**config.mk**
```make
export PLATFORM = sky130hd
export DESIGN_NAME = arb_client_flat
export DESIGN_NICKNAME = d
export VERILOG_FILES = /design/src/rtl/arb_client_if.sv /design/src/rtl/arb_client.sv /design/src/flat_wrapper.sv
export SDC_FILE = /design/constraint.sdc
export NUM_CORES = 1
export LEC_CHECK = 0
export CAP_MARGIN = 15
export CORE_MARGIN = 2
export CORE_UTILIZATION = 50
export CTS_CLUSTER_SIZE = 20
export DETAILED_ROUTE_END_ITERATION = 8
export GPL_TIMING_DRIVEN = 1
export PLACE_DENSITY = 0.8
export SKIP_CTS_REPAIR_TIMING = 1
export SLEW_MARGIN = 20
export SYNTH_ARGS = -nofsm -noshare
export SYNTH_HDL_FRONTEND = slang
export SYNTH_SLANG_ARGS = --single-unit
export TNS_END_PERCENT = 20
```
**constraint.sdc**
```tcl
create_clock -name clk -period 3.3 [get_ports clk]
set_input_delay 0.495 -clock clk [delete_from_list [all_inputs] [get_ports clk]]
set_output_delay 0.495 -clock clk [all_outputs]
set_load 0.1 [all_outputs]
```
**src/rtl/arb_client_if.sv**
```systemverilog
// Handshake/bus bundle between an arb_client and its arbiter, subsystem and TLP engine.
interface arb_client_if #(
  parameter int DESC_W     = 64,
  parameter int DEPTH_LOG2 = 2
);
  logic                  trn;
  logic                  drvn;
  logic                  reqep;
  logic [DESC_W-1:0]     desc_data;
  logic                  desc_valid;
  logic                  desc_ready;
  logic                  tlp_start;
  logic [DESC_W-1:0]     tlp_desc;
  logic                  tlp_done;
  logic [DEPTH_LOG2:0]   pending;
  logic                  timeout_err;

  // Client side (arb_client itself).
  modport master (
    input  trn, desc_data, desc_valid, tlp_done,
    output drvn, reqep, desc_ready, tlp_start, tlp_desc, pending, timeout_err
  );

  // Environment side (arbiter, subsystem, TLP engine).
  modport slave (
    output trn, desc_data, desc_valid, tlp_done,
    input  drvn, reqep, desc_ready, tlp_start, tlp_desc, pending, timeout_err
  );
endinterface

```
**src/rtl/arb_client.sv**
```systemverilog
// Requester-side arbiter client: queues TLP descriptors, requests the endpoint,
// launches one TLP per grant and releases the channel on done or watchdog expiry.
module arb_client #(
  parameter int DESC_W     = 64,
  parameter int DEPTH_LOG2 = 2,
  parameter int TMO_W      = 10
) (
  input  logic          clk,
  input  logic          rst,
  arb_client_if.master  bus
);
  localparam int unsigned DEPTH = 1 << DEPTH_LOG2;
  localparam logic [DEPTH_LOG2:0] FULL_CNT = (DEPTH_LOG2+1)'(DEPTH);

  typedef enum logic [1:0] {IDLE, DRIVE, RELEASE} state_t;

  state_t                 state;
  logic [DESC_W-1:0]      mem [DEPTH];
  logic [DEPTH_LOG2-1:0]  wr_ptr;
  logic [DEPTH_LOG2-1:0]  rd_ptr;
  logic [DEPTH_LOG2:0]    count;
  logic [DEPTH_LOG2:0]    count_nxt;
  logic [TMO_W-1:0]       wd;
  logic [TMO_W-1:0]       wd_inc;
  logic                   full;
  logic                   empty;
  logic                   push;
  logic                   pop;

  assign full   = (count == FULL_CNT);
  assign empty  = (count == '0);
  assign push   = bus.desc_valid & ~full;
  assign pop    = (state == IDLE) & bus.trn & ~empty;
  assign wd_inc = wd + TMO_W'(1);

  assign bus.desc_ready = ~full;
  assign bus.pending    = count;

  // Next FIFO occupancy; simultaneous push and pop cancel out.
  always_comb begin
    count_nxt = count;
    if (push && !pop)
      count_nxt = count + (DEPTH_LOG2+1)'(1);
    else if (pop && !push)
      count_nxt = count - (DEPTH_LOG2+1)'(1);
  end

  // Descriptor storage; contents need no reset since occupancy gates every read.
  always_ff @(posedge clk) begin
    if (push)
      mem[wr_ptr] <= bus.desc_data;
  end

  // FIFO pointers and occupancy.
  always_ff @(posedge clk) begin
    if (rst) begin
      wr_ptr <= '0;
      rd_ptr <= '0;
      count  <= '0;
    end else begin
      if (push)
        wr_ptr <= wr_ptr + DEPTH_LOG2'(1);
      if (pop)
        rd_ptr <= rd_ptr + DEPTH_LOG2'(1);
      count <= count_nxt;
    end
  end

  // Grant/drive/release FSM with registered outputs.
  // reqep is computed from the post-edge occupancy and state so it tracks
  // "pending!=0 in IDLE" with no extra cycle of lag.
  always_ff @(posedge clk) begin
    if (rst) begin
      state           <= IDLE;
      bus.drvn        <= 1'b0;
      bus.reqep       <= 1'b0;
      bus.tlp_start   <= 1'b0;
      bus.tlp_desc    <= '0;
      bus.timeout_err <= 1'b0;
      wd              <= '0;
    end else begin
      bus.tlp_start <= 1'b0;
      case (state)
        IDLE: begin
          if (pop) begin
            state         <= DRIVE;
            bus.drvn      <= 1'b1;
            bus.tlp_start <= 1'b1;
            bus.tlp_desc  <= mem[rd_ptr];
            bus.reqep     <= 1'b0;
            wd            <= '0;
          end else begin
            bus.reqep <= (count_nxt != '0);
          end
        end
        DRIVE: begin
          bus.reqep <= 1'b0;
          if (bus.tlp_done) begin
            state    <= RELEASE;
            bus.drvn <= 1'b0;
          end else if (wd_inc == '1) begin
            state           <= RELEASE;
            bus.drvn        <= 1'b0;
            bus.timeout_err <= 1'b1;
          end else begin
            wd <= wd_inc;
          end
        end
        RELEASE: begin
          state     <= IDLE;
          bus.drvn  <= 1'b0;
          bus.reqep <= (count_nxt != '0);
        end
        default: begin
          state     <= IDLE;
          bus.drvn  <= 1'b0;
          bus.reqep <= 1'b0;
        end
      endcase
    end
  end
endmodule

```
**src/flat_wrapper.sv**
```systemverilog
// flat-port wrapper written by rule: the top's interface ports become plain ports
module arb_client_flat 
#(
  parameter int DESC_W     = 64,
  parameter int DEPTH_LOG2 = 2,
  parameter int TMO_W      = 10
)
  (clk, rst, bus_trn, bus_desc_data, bus_desc_valid, bus_tlp_done, bus_drvn, bus_reqep, bus_desc_ready, bus_tlp_start, bus_tlp_desc, bus_pending, bus_timeout_err);
  arb_client_if #(.DESC_W(DESC_W), .DEPTH_LOG2(DEPTH_LOG2)) bus_i ();
  input  logic clk;
  input  logic rst;
  input wire logic [$bits(bus_i.trn)-1:0] bus_trn;
  input wire logic [$bits(bus_i.desc_data)-1:0] bus_desc_data;
  input wire logic [$bits(bus_i.desc_valid)-1:0] bus_desc_valid;
  input wire logic [$bits(bus_i.tlp_done)-1:0] bus_tlp_done;
  output wire logic [$bits(bus_i.drvn)-1:0] bus_drvn;
  output wire logic [$bits(bus_i.reqep)-1:0] bus_reqep;
  output wire logic [$bits(bus_i.desc_ready)-1:0] bus_desc_ready;
  output wire logic [$bits(bus_i.tlp_start)-1:0] bus_tlp_start;
  output wire logic [$bits(bus_i.tlp_desc)-1:0] bus_tlp_desc;
  output wire logic [$bits(bus_i.pending)-1:0] bus_pending;
  output wire logic [$bits(bus_i.timeout_err)-1:0] bus_timeout_err;
  assign bus_i.trn = bus_trn;
  assign bus_i.desc_data = bus_desc_data;
  assign bus_i.desc_valid = bus_desc_valid;
  assign bus_i.tlp_done = bus_tlp_done;
  assign bus_drvn = bus_i.drvn;
  assign bus_reqep = bus_i.reqep;
  assign bus_desc_ready = bus_i.desc_ready;
  assign bus_tlp_start = bus_i.tlp_start;
  assign bus_tlp_desc = bus_i.tlp_desc;
  assign bus_pending = bus_i.pending;
  assign bus_timeout_err = bus_i.timeout_err;
  arb_client #(.DESC_W(DESC_W), .DEPTH_LOG2(DEPTH_LOG2), .TMO_W(TMO_W)) u_core (.clk(clk), .rst(rst), .bus(bus_i));
endmodule
```
Yosys cells after proc, flatten, opt, wreduce, memory -nomap -nowiden
Memory sizes are Yosys's and may differ from the RTL's. A register that Yosys moved wholly into a read port is not among the register bits.
Cells that the tools add are included.

storage, ports and cells
  latch bits = 0
  memories kept = 1
  memory bits (writable) = 256
  register bits = 23
  memory bits (read-only) = 0
  output and inout bits = 72
  input bits = 69

memory list
  name        words  width  read ports  clocked after Yosys merged registers in  wr ports  line              source
  u_core.mem  4      64     1           1                                        1         arb_client.sv:18  logic [DESC_W-1:0] mem [DEPTH];

operators by class
  $mul = 0
  equal/unequal tests = 8
  muxes and demuxes = 19
  shift operators = 0
  add/sub/neg operators = 5
  reductions and logical operators = 13
  order comparisons = 0
  bitwise gates (word level) = 7
  divide/modulo/power cells = 0

operators by type and width
  operator                 number
  $mux W10                 3
  $pmux W10 S2             1
  $add A10 B1 Y10 const B  1
  $eq A10 B10 Y1 const B   1
  $mux W1                  7
  $mux W2                  3
  $mux W3                  2
  $add A2 B1 Y2 const B    2
  $ne A2 B2 Y1 const B     2
  $not A1 Y1               4
  $pmux W1 S2              2
  $pmux W2 S2              1
  $reduce_and A2 Y1        2
  $reduce_and A4 Y1        1
  $add A3 B1 Y3 const B    1
  $and A1 B1 Y1            3
  $eq A3 B3 Y1 const B     1
  $logic_not A3 Y1         1
  $ne A3 B2 Y1 const B     1
  $reduce_and A3 Y1        1
  $reduce_bool A3 Y1       1
  $sub A3 B1 Y3 const B    1
  $eq A2 B1 Y1 const B     1
  $eq A2 B2 Y1 const B     1
  other kinds (6)          8

Logic depth before layout (Yosys ltp)
Gate-level depths: netlist (run 1).

  depth after elaboration = 10
  mapped depth = 9
  mapped depth without buffers = 7

Least setup slack after synthesis (run 1)
Ideal clock, no wire load.

  path kind = register to register
  start = reg u_core.count[0] (netlist: u_core.bus.pending[0])
  end = mem u_core.mem[1][0], enable pin
  slack = -0.617 ns
  data required time = 2.871 ns
  library setup time = 0.429 ns
  data arrival time = 3.488 ns
  buffers on the path = 1
  stages on the path, launching flop included = 6
  path through = dfxtp_1 inv_1 ha_1 a21boi_1 clkbuf_1 and2_1

between the ends
  cells in the longest elaborated chain, start to end = 5

RTL lines
  item                           line              source
  start, declared                arb_client.sv:21  logic [DEPTH_LOG2:0] count;
  start signal, assigned         arb_client.sv:65  count <= count_nxt;
  $eq A3 B3 Y1                   arb_client.sv:30  assign full = (count == FULL_CNT);
  $not A1 Y1                     arb_client.sv:32  assign push = bus.desc_valid & ~full;
  $and A1 B1 Y1                  arb_client.sv:32
  $mux W1                        arb_client.sv:50  if (push)
  $mux W1 (not written as such)  arb_client.sv:51  mem[wr_ptr] <= bus.desc_data;
  end, declared                  arb_client.sv:18

No other way between the ends.

Final worst setup path (run 1)
  start = reg u_core.count[1] (netlist: u_core.bus.pending[1])
  end = out bus_pending[1]

RTL lines
  item           line                source
  end, declared  flat_wrapper.sv:21  output wire logic [$bits(bus_i.pending)-1:0] bus_pending;

No word-level cell between the ends.

==> results_dict.tcl, run 1 <==
set metrics [dict create \
    outcome "finished, final reports clean" \
    core_region_area_um2 25110 \
    maxSlewHeadroom_pct 32.35 \
    hp-class "in2reg" \
    cpLargestDelayFamily "buffers and inverters" \
    hpwl_mm 14.60 \
    path_cells "clkdlybuf4s50_1" \
    synth_cell_types 54 \
    synth-edff-count 256 \
    grtUsageTotal_pct 19.04 \
    maxCapViolCount 0 \
    wire_per_inst_um 19.61 \
    final_cells 1273 \
    worstMarginPinSlew_ns 1.015 \
    synth_compound_area_share_pct 4.809 \
    muxShareOfSynthArea_pct 11.64 \
    htree_num_levels 2 \
    required_ns 2.80 \
    syn_to_final_growth_pct 23.21 \
    antenna_found_initial 1 \
    cp_slowest_cell "clkdlybuf4s50_1" \
    cts_buffers 36 \
    netlist_top_cells_area "edfxtp_1 60%, dfxtp_1 14%, mux4_2 11%" \
    drtAntennaViolNets 0 \
    num_rows 58 \
    hold_ws_ns 0.4186 \
    layout-drive-gt1-share_pct 16.12 \
    grt_max_degree 66 \
    setup_violations 0 \
    worst_ep_arrival_time_ns 2.09 \
    cp_slowest_stage_delay_ns 1.17 \
    avgViaCountPerCell 5.518 \
    ys_ff_latch 343 \
    die_h_um 163.7 \
    yosys.area.top_type_share_pct 60.30 \
    end_kind "output pin" \
    fin_worst_skew_ns 0.02453 \
    crit_buf_inv 1 \
    worst_ir_drop_vdd_mv 0.6982 \
    drv_slew 0 \
    clockBufferDepth 3 \
    synth_area_um2 12750 \
    powerDensity_nw_per_um2 872.7 \
    synth_top_area_cell "edfxtp_1" \
    synth-seq-area-share_pct 73.96 \
    synthArstFlopShare_pct 0 \
    diodes 0 \
    grt-ovfl-total 0 \
    first_global_vias 7113 \
    wirelength_mm 24.97 \
    path_max_fanout 6 \
    route.vias.total 7025 \
    die-area_um2 26790 \
    ios 141 \
    placed_cells 1208 \
    gp_congestion 0.7754 \
    synth_top_family_by_area "multiplexers" \
    drc 0 \
    p_leak_nw 5.105 \
    port_buffers 140 \
    die_w_um 163.7 \
    cts_tree "built" \
    period_share_pct 78.32 \
    fin_crit_ns 2.585 \
    finish.utilization_pct 62.56 \
    syn-instance-count 767 \
    ys.warnings.count 0 \
    fin_nets 994 \
    synth-simple-area-share_pct 6.448 \
    start_util_pct 50.77 \
    clkTransAtPathRegs_ns 0.06 \
    rsz0062_at_grt "no" \
    fmax_mhz 386.9 \
    synth_flop_cell "edfxtp_1" \
    critPathKind "reg2out" \
    grt_pass1_wl_mm 38.97 \
    clock-sinks 343 \
    finalPower_mw 13.71 \
    first_iter_violations 493 \
    clockRootBuffer "clkbuf_16" \
    synth_fa_ha_area_share_pct 0.8833 \
    start_kind "flip-flop" \
    synth_xor_area_share_pct 0.6183 \
    insertion_delay_ns 0.51 \
    syn_nets 845 \
    firstDrtPassIters 5 \
    hold_viol_final 0 \
    avgSynthCellArea_um2 16.62 \
    r2r_slack_ns 0.96 \
]
per-stage QoR:
| stage | setup WS, ns | area [um2] | TNS, ns |
|---|---|---|---|
| after floorplan | -0.6169 | 12750 | -118.45 |
| after CTS | 0.6925 | 15710 | 0 |
| after global placement | 0.7773 | 14580 | 0 |
| after global routing | 0.6531 | 15710 | 0 |
| after detailed placement | 0.7377 | 14580 | 0 |
| final | 0.7154 | 15710 | 0 |
cell usage in the layout (no fill, tap or decap), drive strengths merged, types with 4 or more instances in the layout:
cell	netlist	final
a21oi	69	69
edfxtp	256	256
nand2	135	135
ha	9	9
a2111oi	5	5
buf	17	20
and3	5	5
clkinv	0	6
nor2	16	16
inv	9	10
and2	6	6
xor2	4	4
nand3	7	7
clkdlybuf4s50	0	134
mux4	64	64
clkbuf	26	57
dfxtp	87	87
xnor2	5	5
cell type report:
class                      instances  area (um2)
tap                              330       412.9
sequential                       343        9437
multi-input combinational        372        3127
clock inverter                     8       78.83
inverter                           9       33.78
timing repair buffer             154        1567
fill                            1888        9402
clock buffer                      57        1052
sequential cells by signal, indices dropped and copies added (netlist names):
register and flops:
u_core.bus.tlp_desc 64, u_core.bus.timeout_err 1, u_core.state 2, u_core.rd_ptr 2
u_core.wd 10, u_core.mem 256, u_core.wr_ptr 2, u_core.bus.drvn 1
u_core.bus.reqep 1, u_core.bus.tlp_start 1, u_core.bus.pending 3
worst paths after layout:
check,cells past startpoint,start,endpoint
worst min register to register,2,u_core.bus.tlp_desc[40],u_core.bus.tlp_desc[40]
worst min-delay path,2,rst,u_core.bus.timeout_err
worst max register to register,7,u_core.bus.pending[0],u_core.bus.tlp_desc[50]
worst max-delay path,1,u_core.bus.pending[1],bus_pending[1]
where the power goes:
| part | internal, mW | leakage, nW | switching (mW) | total (mW) |
|---|---|---|---|---|
| Combinational | 1.39 | 1.50 | 2.89 | 4.28 |
| Sequential | 5.22 | 3.06 | 0.387 | 5.61 |
| Clock | 2.28 | 0.548 | 1.55 | 3.82 |
| Total | 8.89 | 5.11 | 4.82 | 13.7 |
synthesized netlist by cell type (3+ instances only):
library cell	n
edfxtp_1	256
nand2_1	135
dfxtp_1	87
a21oi_1	69
mux4_2	64
clkbuf_1	26
nor2_1	16
ha_1	9
buf_1	8
buf_2	8
inv_1	8
nand3_1	6
and3_1	5
xnor2_1	5
a2111oi_0	4
and2_1	4
xor2_1	4
a211o_1	3
a22o_1	3
a31oi_1	3
o21ai_0	3
per-layer routing:
metal	up-vias	GRT usage (%)	routed length, um
met3	35	3.860	1496
met5	-	0	13
li1	3228	-	-
met2	208	32.07	12450
met1	3552	25.60	10620
met4	2	4.825	388
logic make-up (layout without fill, tap and decap cells):
logic type | count (synthesis) | in the layout
multiplexers | 68 | 68
AO/OA/AOI/OAI | 100 | 100
AND/OR/NAND/NOR | 186 | 186
XOR/XNOR | 9 | 9
adder cells (fa/ha/maj) | 9 | 9
buffers and inverters | 52 | 228
flip-flops | 343 | 343
Power figures use the tool's default switching activity.
==> inputs of run 2 (changes only) <==
==> constraint.sdc (replaced) <==
create_clock -name clk -period 2.2 [get_ports clk]
set_input_delay 0.33 -clock clk [delete_from_list [all_inputs] [get_ports clk]]
set_output_delay 0.33 -clock clk [all_outputs]
set_load 0.1 [all_outputs]
==> results_dict.tcl, run 2 (synthesis gave the netlist of run 1 again) <==
set metrics [dict create \
    setup_violations 0 \
    start_kind "flip-flop" \
    comb_power_share_pct 32.3 \
    htree_num_levels 2 \
    grt_pass1_wl_mm 38.79 \
    firstDrtPassIters 4 \
    p_clk_share_pct 28.2 \
    r2r.worst_path.cells 7 \
    start_util_pct 50.77 \
    final_cell_mix "256 x edfxtp_1, 135 x nand2_1, 86 x buf_4" \
    fill_cells 1798 \
    dr_wl_met2_mm 12.17 \
    top_regs "u_core.mem x256, u_core.bus.tlp_desc x64, u_core.wd x10" \
    post-place-ws_ns -0.06484 \
    worstReg2RegStart "u_core.bus.pending[0]" \
    die_w_um 163.7 \
    first_global_vias 7130 \
    port_buffers 140 \
    period_share_pct 95.69 \
    drtAntennaViolNets 0 \
    gp_congestion 0.7802 \
    cts_buffers 36 \
    end_kind "flip-flop" \
    placed_area_um2 14720 \
    grtUsageTotal_pct 18.92 \
    drt-met1-wl_mm 10.39 \
    grt-ovfl-total 0 \
    p_switching_mw 7.328 \
    reg2reg_to "u_core.bus.reqep" \
    hpwl_mm 15.40 \
    r2r_slack_ns 0.09 \
    insertion_delay_ns 0.52 \
    outcome "finished, final reports clean" \
    finish.instance_area_um2 15940 \
    drv_slew 0 \
    finish.utilization_pct 63.48 \
    intPower_mw 13.61 \
    p_sw_share_pct 35.00 \
    fin_worst_skew_ns 0.02217 \
    required_ns 2.60 \
    clkTransAtPathRegs_ns 0.06 \
    ios 141 \
    core_region_area_um2 25110 \
    first_iter_violations 504 \
    worstHoldStart "rst" \
    power_frac_seq_pct 39.6 \
    fin_nets 1012 \
    final_common_cell "edfxtp_1" \
    largest_reg_flops 256 \
    worst_ir_drop_vdd_mv 0.8215 \
    tns_ns 0 \
    hp-class "in2reg" \
    rsz0062_at_grt "yes" \
    wire_per_inst_um 19.18 \
    die-area_um2 26790 \
    num_rows 58 \
    p_leak_nw 5.400 \
    clockRootBuffer "clkbuf_16" \
    worst_ep_arrival_time_ns 2.51 \
    wirelength_mm 24.80 \
    layout-drive-gt1-share_pct 26.82 \
    powerDensity_nw_per_um2 1314 \
    clock-sinks 343 \
    clockBufferDepth 3 \
    worst_slack_ns 0.09485 \
    drc 0 \
    fmax_mhz 475.0 \
    maxSlewHeadroom_pct 57.61 \
    top_layer "met4" \
    fin_crit_ns 2.105 \
    avgViaCountPerCell 5.435 \
    min_path_cells 2 \
    grt_max_degree 47 \
    worstHoldEndpoint "u_core.bus.timeout_err" \
    worstMarginPinSlew_ns 0.6311 \
    route.vias.total 7028 \
    wl_met3_mm 1.680 \
    die_h_um 163.7 \
    maxCapViolCount 0 \
    syn_to_final_growth_pct 25.04 \
    cts_tree "built" \
    path_max_fanout 5 \
    antenna_found_initial 1 \
    critPathKind "reg2reg" \
    setup.worst_path.start "u_core.bus.pending[0]" \
    top_register "u_core.mem" \
    hold_viol_final 0 \
]
==> run 2: changes by cell type in the layout (fill, tap and decap cells not counted), moves of 3 or more <==
cell             previous run  this run
clkbuf_1                   16         7
dfxtp_1                    85        82
clkdlybuf4s50_1           134        67
buf_4                      14        86
buf_12                      6        19
clkinv_2                    2         7
==> run 2: per-layer routing <==
metal  track usage, %  vias to the layer above
met1            25.42                     3521
met3            4.444                       39
met4            5.223                        0
li1                 -                     3264
met5                0                        -
met2            31.26                      204
==> run 2: metrics by stage <==
step | hold WS [ns] | power [mW] | std cells
final | 0.2446 | 20.94 | 1293
after global routing | 0.2540 | 21.84 | 1292
after global placement | 0.4432 | 15.10 | 1226
after detailed placement | 0.4477 | 15.21 | 1226
after floorplan | 0.4289 | 13.33 | 767
after CTS | 0.2349 | 21.16 | 1292
==> run 2: final cells by class <==
class | instances | area, um2 | share of cell area [%]
inverters | 9 | 36.28 | 0.2276
clock buffers | 49 | 1032 | 6.476
repair buffers | 172 | 1697 | 10.64
clock inverters | 17 | 150.1 | 0.9419
well taps | 330 | 412.9 | 2.590
flip-flops and latches | 343 | 9445 | 59.25
diodes | 1 | 2.502 | 0.01570
multi-input cells | 372 | 3164 | 19.85
==> run 2: power by group through the flow <==
stage | clock, mW | combinational, mW | sequential [mW]
final | 5.90 | 6.75 | 8.29
after global routing | 6.30 | 7.16 | 8.38
after CTS | 6.06 | 6.81 | 8.29
after detailed placement | 0 | 6.79 | 8.42
after global placement | 0 | 6.71 | 8.38
after floorplan | 0 | 2.56 | 10.8
==> run 2: worst max path at each step <==
stage	cells after the start	end
after global placement	6	u_core.bus.reqep
after CTS	7	u_core.wd[0]
after detailed placement	6	u_core.bus.reqep
after floorplan	7	u_core.bus.reqep
final	7	u_core.bus.reqep
after global routing	6	u_core.wd[2]
==> run 2: worst max-delay path: stages (launching register included) <==
cell and delay, ns:
dfxtp_4 0.37, inv_4 0.06, ha_2 0.19, a21boi_1 0.11, or4_4 0.53, and2_4 0.17
a22o_1 0.22, a2111oi_4 0.34
==> edit (flow settings as in run 2) <==
`DEPTH_LOG2` is set to 2 in 3 places; all go to 4.
--- a/src/rtl/arb_client_if.sv
+++ b/src/rtl/arb_client_if.sv
@@ -2,5 +2,5 @@
 interface arb_client_if #(
   parameter int DESC_W     = 64,
-  parameter int DEPTH_LOG2 = 2
+  parameter int DEPTH_LOG2 = 4
 );
   logic                  trn;
--- a/src/rtl/arb_client.sv
+++ b/src/rtl/arb_client.sv
@@ -3,5 +3,5 @@
 module arb_client #(
   parameter int DESC_W     = 64,
-  parameter int DEPTH_LOG2 = 2,
+  parameter int DEPTH_LOG2 = 4,
   parameter int TMO_W      = 10
 ) (
--- a/src/flat_wrapper.sv
+++ b/src/flat_wrapper.sv
@@ -3,5 +3,5 @@
 #(
   parameter int DESC_W     = 64,
-  parameter int DEPTH_LOG2 = 2,
+  parameter int DEPTH_LOG2 = 4,
   parameter int TMO_W      = 10
 )
Interface: changed (resized bus_pending); port bits go from 141 to 143. No check against the original RTL was run, so the function may have changed too.
==> edit against run 2 <==
  * Routed wire length grew to 4.2 times the old value
  * Global-route usage grew 4.6 points
  * Final cell count grew to 2.6 times the old value
  * Critical path depth is the same
  * Largest cell class unchanged
  * The flow now finishes with violations (setup timing)
  * Sequential cell count grew 774
  * Synthesized area grew to 3.3 times the old value
  * Total power grew to 2.7 times the old value
  * Setup slack lost 110 ps
  * Via count grew to 3.1 times the old value
  * Count of clock-buffer cells in the layout grew 93
  * Cell area grew to 3.2 times the old value
  * Fmax shrank 5.0%
==> edit: results (changes against run 2) <==
- Outcome: complete, but fails checks
- Failing checks: setup timing
- Pre-CTS setup slack: -101 ps (-36.6 ps)
- Biggest regs: u_core.mem (1024), u_core.bus.tlp_desc (64), u_core.wd (10)
- Setup Skew: 22.0 ps (-0.161 ps)
- Routed WL: 104,000 um (+320%)
- HPWL Detailed: 55,200 um (+260%)
- Initial DRC Count: 2,736 (+440%)
- Most common library cells after synthesis: edfxtp_1 (1,024), mux4_2 (320), nand2_1 (149)
- EDFF count, synth: 1,024 (+300%)
- H-tree depth: 3 (+1)
- GP Congestion: 0.769 (-1.5%)
- Worst-skew pair later-pin latency: 680 ps (+160 ps)
- Final worst slack: -16.4 ps (-111 ps)
- Tightest Hold Check Type: flip-flop to flip-flop
- Syn_nets: 1,983 (+130%)
- Vias: 21,500 (+210%)
- Final setup vio count: 7 (+7)
- Top cells by area, synth: edfxtp_1 (73%), mux4_2 (17%), dfxtp_1 (4.4%)
- Largest net degree at the start of global routing: 50 (+6.4%)
- Crit path DAT: 2760 ps (+250 ps)
- Distinct cells, synth: 57 (+5.6%)
- Leakage: 15.9 nW (+190%)
- Slew HR: 60.7% (+3.1 points)
- Worst vdd ir: 762 uV (-7.3%)
- Filler cell count: 5,311 (+200%)
- TritonCTS buffer count: 106 (+190%)
- Slowest cell on crit path: mux4_2
- Max FO, Critical Path: 9 (+4)
- Drt pass-1 iters: 5 (+1)
- Port bufs: 142 (+1.4%)
- Total GRT Usage: 23.5% (+4.6 points)
- Final net count: 2,326 (+130%)
- Initial antenna violation count: 8 (+7)
- Share of cells above drive strength 1: 34.6% (+7.8 points)
- Share of the yosys chip area belonging to registers: 77.3% (+3.4 points)
==> edit: changes by cell type after synthesis, moves of 6 or more <==
cell	delta
edfxtp_1	+768
mux4_2	+256
buf_2	+29
clkbuf_1	+23
nor2_1	+17
nand2_1	+14
buf_1	+8
a21oi_1	+7
nor3_1	+7
dfxtp_1	+6
==> edit: stage by stage <==
stage	utilization (%)	TNS, ps	std cells	instance area [um^2]
2_1_floorplan	-	-933940	1905	42400
4_1_cts	60.2	-3010	3374	50300
5_1_grt	60.9	-1220	3422	50900
3_3_place_gp	56.1	-890	3174	46800
6_report	60.9	-50.3	3422	50900
3_5_place_dp	56.1	-6100	3174	46800
==> edit: kinds of logic after synthesis <==
group,share of synthesized area [%]
multiplexers,17.2
adder cells (fa/ha/maj),0.267
AO/OA/AOI/OAI,1.51
AND/OR/NAND/NOR,2.39
buffers and inverters,1.09
XOR/XNOR,0.208
flip-flops,77.3
==> edit: layout make-up <==
type,instances,area share (%)
Multi-Input combinational cell,680,18.4
Clock buffer,142,5.70
Inverter,5,0.0467
Antenna cell,2,0.00983
Tap cell,1080,2.65
Timing Repair Buffer,338,7.99
Sequential cell,1117,64.1
Clock inverter,58,1.04
==> edit: where the power goes <==
part	switching [mW]	total, mW	internal, mW	leakage, nW
Clock	7.91	18.0	10.1	1.66
Combinational	7.89	14.5	6.60	4.25
Sequential	0.435	24.3	23.8	10.0
==> edit: final timing paths <==
kind                                start                      end  slack, ps  cells after the start
setup / recovery         u_core.rd_ptr[0]  u_core.bus.tlp_desc[62]        -20                      7
hold / removal    u_core.bus.tlp_desc[49]  u_core.bus.tlp_desc[49]        460                      2
setup reg to reg         u_core.rd_ptr[0]  u_core.bus.tlp_desc[62]        -20                      7
hold reg to reg   u_core.bus.tlp_desc[49]  u_core.bus.tlp_desc[49]        460                      2
==> edit: per-layer routing <==
metal,routed length [um],track usage [%]
met1,37800,30.5
met2,54400,40.3
met3,9250,4.91
met4,2380,6.91
met5,82,0
==> edit: critical path, delay by kind of cell (launching register included) <==
kind            cells  cell delay (ps)
mux                 2             1060
buf+inv             3              470
flops               1              390
simple gates        1              100
compound gates      1               60
